### config.mk
export PLATFORM = sky130hd
export DESIGN_NAME = mem_port_arbiter
export DESIGN_NICKNAME = d
export VERILOG_FILES = /design/src/rtl/mem_port_arbiter.sv
export SDC_FILE = /design/constraint.sdc
export NUM_CORES = 1
export LEC_CHECK = 0
export CORE_ASPECT_RATIO = 0.6
export CORE_MARGIN = 2
export CORE_UTILIZATION = 28
export CTS_CLUSTER_DIAMETER = 200
export DETAILED_ROUTE_END_ITERATION = 6
export GPL_TIMING_DRIVEN = 0
export PLACE_DENSITY = 0.75
export SYNTH_ARGS = -nofsm -noshare
export SYNTH_HDL_FRONTEND = slang
export SYNTH_SLANG_ARGS = --single-unit
### constraint.sdc
create_clock -name clock -period 7.13 [get_ports clock]
set_input_delay 2.139 -clock clock [delete_from_list [all_inputs] [get_ports clock]]
set_output_delay 2.139 -clock clock [all_outputs]
set_load 0.1 [all_outputs]
### src/rtl/mem_port_arbiter.sv
// Round-robin arbiter sharing one memory write port and one read port
// among NUM_REQ requesters, with a single-entry read-response stage.
//
// Ports:
//   clock, reset         rising-edge clock, async active-low reset
//   req_valid/we/addr/wdata  per-requester request (addr/wdata flattened,
//                            requester i at [i*AW +: AW] / [i*WIDTH +: WIDTH])
//   req_ready            one-hot grant, combinational
//   rsp_valid/ready      one-hot read response handshake
//   rsp_data             captured read data, shared by all requesters
//   mem_re/raddr/rdata   memory read port (rdata combinational)
//   mem_we/waddr/wdata   memory write port
module mem_port_arbiter #(
    parameter int NUM_REQ = 4,
    parameter int WIDTH   = 32,
    parameter int DEPTH   = 32,
    parameter int AW      = $clog2(DEPTH)
) (
    input  logic                     clock,
    input  logic                     reset,
    input  logic [NUM_REQ-1:0]       req_valid,
    input  logic [NUM_REQ-1:0]       req_we,
    input  logic [NUM_REQ*AW-1:0]    req_addr,
    input  logic [NUM_REQ*WIDTH-1:0] req_wdata,
    output logic [NUM_REQ-1:0]       req_ready,
    output logic [NUM_REQ-1:0]       rsp_valid,
    input  logic [NUM_REQ-1:0]       rsp_ready,
    output logic [WIDTH-1:0]         rsp_data,
    output logic                     mem_re,
    output logic [AW-1:0]            mem_raddr,
    input  logic [WIDTH-1:0]         mem_rdata,
    output logic                     mem_we,
    output logic [AW-1:0]            mem_waddr,
    output logic [WIDTH-1:0]         mem_wdata
);

    localparam int IW = (NUM_REQ > 1) ? $clog2(NUM_REQ) : 1;

    typedef enum logic {
        IDLE = 1'b0,
        RESP = 1'b1
    } state_t;

    state_t          state;
    logic [IW-1:0]   rr_ptr;
    logic [IW-1:0]   owner;
    logic [WIDTH-1:0] rsp_data_q;

    logic               read_ok;
    logic [NUM_REQ-1:0] elig;
    logic               gnt_found;
    logic [IW-1:0]      gnt_idx;
    logic               gnt_vld;
    logic               gnt_we;
    logic               rd_gnt;
    logic [AW-1:0]      gnt_addr;
    logic [WIDTH-1:0]   gnt_wdata;
    logic [IW-1:0]      rr_next;

    // A new read may only be granted if the response slot is free or is
    // being drained this very cycle. Stalled reads drop out of the search
    // so that writes behind them keep flowing.
    assign read_ok = (state == IDLE) || rsp_ready[owner];
    assign elig    = req_valid & (req_we | {NUM_REQ{read_ok}});

    always_comb begin
        logic [IW:0] idx;
        gnt_found = 1'b0;
        gnt_idx   = '0;
        idx       = '0;
        for (int k = 0; k < NUM_REQ; k++) begin
            idx = {1'b0, rr_ptr} + (IW+1)'(k);
            if (idx >= (IW+1)'(NUM_REQ)) begin
                idx = idx - (IW+1)'(NUM_REQ);
            end
            if (!gnt_found && elig[idx[IW-1:0]]) begin
                gnt_found = 1'b1;
                gnt_idx   = idx[IW-1:0];
            end
        end
    end

    // Grants are suppressed combinationally while reset is held.
    assign gnt_vld   = gnt_found && reset;
    assign gnt_we    = req_we[gnt_idx];
    assign rd_gnt    = gnt_vld && !gnt_we;
    assign gnt_addr  = req_addr[int'(gnt_idx)*AW +: AW];
    assign gnt_wdata = req_wdata[int'(gnt_idx)*WIDTH +: WIDTH];

    assign rr_next = (gnt_idx == IW'(NUM_REQ-1)) ? '0 : gnt_idx + 1'b1;

    always_comb begin
        req_ready = '0;
        if (gnt_vld) begin
            req_ready[gnt_idx] = 1'b1;
        end
    end

    assign mem_we    = gnt_vld && gnt_we;
    assign mem_waddr = mem_we ? gnt_addr : '0;
    assign mem_wdata = mem_we ? gnt_wdata : '0;

    assign mem_re    = rd_gnt;
    assign mem_raddr = mem_re ? gnt_addr : '0;

    // rsp_valid derives from the state register only, so an async reset
    // clears it at once without waiting for an edge.
    always_comb begin
        rsp_valid = '0;
        if (state == RESP) begin
            rsp_valid[owner] = 1'b1;
        end
    end

    assign rsp_data = rsp_data_q;

    always_ff @(posedge clock or negedge reset) begin
        if (!reset) begin
            state      <= IDLE;
            rr_ptr     <= '0;
            owner      <= '0;
            rsp_data_q <= '0;
        end else begin
            if (gnt_vld) begin
                rr_ptr <= rr_next;
            end
            case (state)
                IDLE: begin
                    if (rd_gnt) begin
                        state      <= RESP;
                        owner      <= gnt_idx;
                        rsp_data_q <= mem_rdata;
                    end
                end
                RESP: begin
                    if (rsp_ready[owner]) begin
                        if (rd_gnt) begin
                            owner      <= gnt_idx;
                            rsp_data_q <= mem_rdata;
                        end else begin
                            state      <= IDLE;
                            owner      <= '0;
                            rsp_data_q <= '0;
                        end
                    end
                end
                default: begin
                    state      <= IDLE;
                    owner      <= '0;
                    rsp_data_q <= '0;
                end
            endcase
        end
    end

endmodule

==> flow_summary.toml, run 1 <==
[run_status]
status = "completed"

[clock_network]
cts-buffers-inserted = 5
cts_tree = "yes"
htree_levels = 2
postCtsHoldBufs = 0
clockRootBuffer = "clkbuf_16"
path_clk_slew_ns = 0.05
worstSkewPairLatency_ns = 0.28
cts_sinks = 37
cts.path.max_buffers = 2

[logic_synthesis]
syn-num-nets = 593
yosysWarnings = 0
synth_top_cell_by_area = "dfrtp_1"
syn_avg_cell_area_um2 = 7.83
synth.area.top_cells = "dfrtp_1 (30%), nand2_1 (16%), a32o_1 (11%), a311oi_1 (9.1%), and3_1 (7.1%)"
yosysTopAreaCellShare = 0.299
async_flop_share = 1.00
syn_area_um2 = 3090
synth_most_common_cell = "nand2_1"
syn_inst = 395
synthMuxAreaShare = 0.0648
synth_edf_count = 0
ys.flop_type = "dfrtp_1"
ys_types = 37
synth_seq_cells = 37
yosys.area_share.xor_xnor = 0
yosys.area_share.simple = 0.276
ys_top_cells_by_count = "nand2_1 (135), dfrtp_1 (37), and3_1 (35)"
synth_compound_area_frac = 0.274
ys_seq_area_frac = 0.299
synth_top_family_by_area = "simple AND/OR/NAND/NOR gates"
yosys.area_share.adder = 0.0162

[grt]
antenna_found_initial = 0
grt_max_degree = 40
grt_pass1_vias = 4591
grt_usage = 0.270
gr-total-overflow = 0
grt_pass1_wl_um = 25600

[power]
power.density_nw_per_um2 = 522
intPower_mw = 1.51
ir_worst_vdd_mv = 0.371
swShare = 0.614
clkPwrFrac = 0.053
combPwrFrac = 0.853
power.leakage_nw = 3.04
p_seq_frac = 0.094
p_sw_mw = 2.40

[route]
via_count = 4538
antenna_left = 0
wl_per_cell_um = 20.1
post-route-drc-count = 0
drt_iter0_markers = 330
wl_um = 17000
drt_first_pass_iters = 5
via_per_inst = 5.39

[setup_path]
r2r_slack_ns = 3.96
worstReg2RegEnd = "rsp_data[5]$_DFFE_PN0P_"
ff2ff_path_depth = 11
cp-start-kind = "input pin"
critPathMaxFanout = 10
crit_path_end_kind = "output pin"
reg2reg_from = "owner[1]$_DFFE_PN0P_"
worstSetupPathType = "in2out"
cp.required_ns = 4.99
cp.arrival_ns = 4.89

[worst_hold_path]
hold_path_startpoint = "rsp_data[7]$_DFFE_PN0P_"
hp-class = "reg2reg"
hold_end = "rsp_data[7]$_DFFE_PN0P_"
min_path_cells = 1

[placement]
gp_congestion = 0.926
placed_area_um2 = 6780
io_buffer_count = 277
dp.cells = 811
dpl.hpwl_um = 13100
pre_cts_ws_ns = -1.43

[cells_and_area]
n_fill_cell = 806
layoutNonFillerInstCount = 842
nNetsFinal = 900
layout-drive-gt1-share = 0.267
syn2layout_area_growth_pct = 143
final_area_um2 = 7500
antenna_cells = 0

[job]
drv_cap = 0

[floorplan]
core_area_um2 = 10700
io_pins = 278
dieHeight_um = 85.4
initial_core_util = 0.290
rows = 29
die_x_um = 140
dieArea_um2 = 11900

[timing]
skew_ns = 0.00239
min_period_over_period = 0.986
fmax_ghz = 0.142
maxSlewHeadroom = 0.328
whs_ns = 0.520
setup_viol = 0
min_period_ns = 7.03
tightest_slew_ns = 1.00
worst_slack_ns = 0.0964
slew_viol_final = 0
fin_tns_setup_ns = 0
hold_violations = 0
==> sequential cells by signal (all words and copies together) (netlist names) <==
name	cells
rsp_data	32
owner	2
rr_ptr	2
state	1
==> metal layers <==
metal | wire length, um | vias to the layer above | global-route usage | part of all wire
met4 | 561 | 0 | 0.0855 | 0.033
met3 | 1060 | 44 | 0.0609 | 0.063
li1 | - | 2084 | - | -
met2 | 8140 | 193 | 0.433 | 0.48
met5 | 0 | - | 0 | 0
met1 | 7200 | 2217 | 0.363 | 0.42
==> layout by cell type (no fill, tap or decap), types with 7 or more instances in the layout <==
| cell | Yosys | routed |
|---|---|---|
| o21ai_0 | 8 | 7 |
| dfrtp_1 | 37 | 37 |
| and3_1 | 35 | 30 |
| a311oi_4 | 1 | 33 |
| clkbuf_1 | 19 | 11 |
| buf_6 | 3 | 31 |
| clkdlybuf4s50_1 | 0 | 224 |
| buf_4 | 0 | 30 |
| buf_12 | 0 | 15 |
| a32o_1 | 33 | 33 |
| nand2_1 | 135 | 134 |
| nor2_4 | 0 | 8 |
| mux2i_1 | 11 | 11 |
| clkbuf_16 | 0 | 7 |
==> final cells by class <==
| cell class | count | area (um^2) | share of cell area |
|---|---|---|---|
| sequential | 37 | 926 | 0.123 |
| tap | 139 | 174 | 0.0232 |
| clock buffer | 8 | 136 | 0.0182 |
| buffer | 39 | 394 | 0.0525 |
| timing repair buffer | 300 | 3110 | 0.414 |
| inverter | 8 | 50.0 | 0.00667 |
| multi-input combinational | 311 | 2710 | 0.362 |
==> through the flow <==
stage	total power, mW	utilization
2_1_floorplan	2.66	-
3_3_place_gp	3.33	0.636
3_5_place_dp	3.36	0.636
4_1_cts	3.88	0.701
5_1_grt	4.05	0.703
6_report	3.91	0.703
==> worst max path at each step <==
| stage | startpoint | cells after the start | to |
|---|---|---|---|
| 6_report | rsp_ready[3] | 12 | mem_wdata[4] |
| 5_1_grt | rsp_ready[3] | 15 | mem_wdata[14] |
| 4_1_cts | rsp_ready[0] | 13 | mem_wdata[14] |
| 3_5_place_dp | rsp_ready[3] | 12 | mem_re |
| 3_3_place_gp | reset | 7 | mem_wdata[29] |
| 2_1_floorplan | rsp_ready[3] | 11 | mem_wdata[10] |
==> worst max-delay path, stage by stage <==
cell,delay (ns)
clkbuf_2,0.09
mux4_2,0.49
buf_6,0.16
buf_4,0.13
o311a_1,0.29
o21ai_2,0.25
and2_4,0.22
buf_4,0.21
clkinv_8,0.11
buf_4,0.24
a311oi_4,0.26
buf_6,0.27
==> power groups by stage <==
stage / clock network (mW) / registers [mW] / logic [mW]
floorplan: 0 / 0.920 / 1.74
global placement: 0 / 0.360 / 2.97
detailed placement: 0 / 0.366 / 2.99
CTS: 0.214 / 0.364 / 3.30
global route: 0.227 / 0.376 / 3.45
finish: 0.208 / 0.366 / 3.34
==> cell families after synthesis <==
kind of cell | count (synthesis)
buf+inv | 47
flops | 37
simple gates | 197
mux | 18
fa+ha+maj | 4
compound gates | 92
==> repair_timing <==
action,in CTS,in global routing
gates cloned,3,0
gates resized for setup,413,12
pin swaps,11,5
setup endpoints to repair,48,48
buffers inserted,19,1
No activity file was read; power rests on OpenSTA's default activity.
==> inputs of run 2 (changes only) <==
--- a/config.mk
+++ b/config.mk
@@ -9,6 +9,7 @@
 export CORE_MARGIN = 2
 export CORE_UTILIZATION = 28
 export CTS_CLUSTER_DIAMETER = 200
+export CTS_CLUSTER_SIZE = 30
 export DETAILED_ROUTE_END_ITERATION = 6
 export GPL_TIMING_DRIVEN = 0
 export PLACE_DENSITY = 0.75
==> results of run 2 <==
The final DEF is identical to that of run 1; final timing and power are the same.
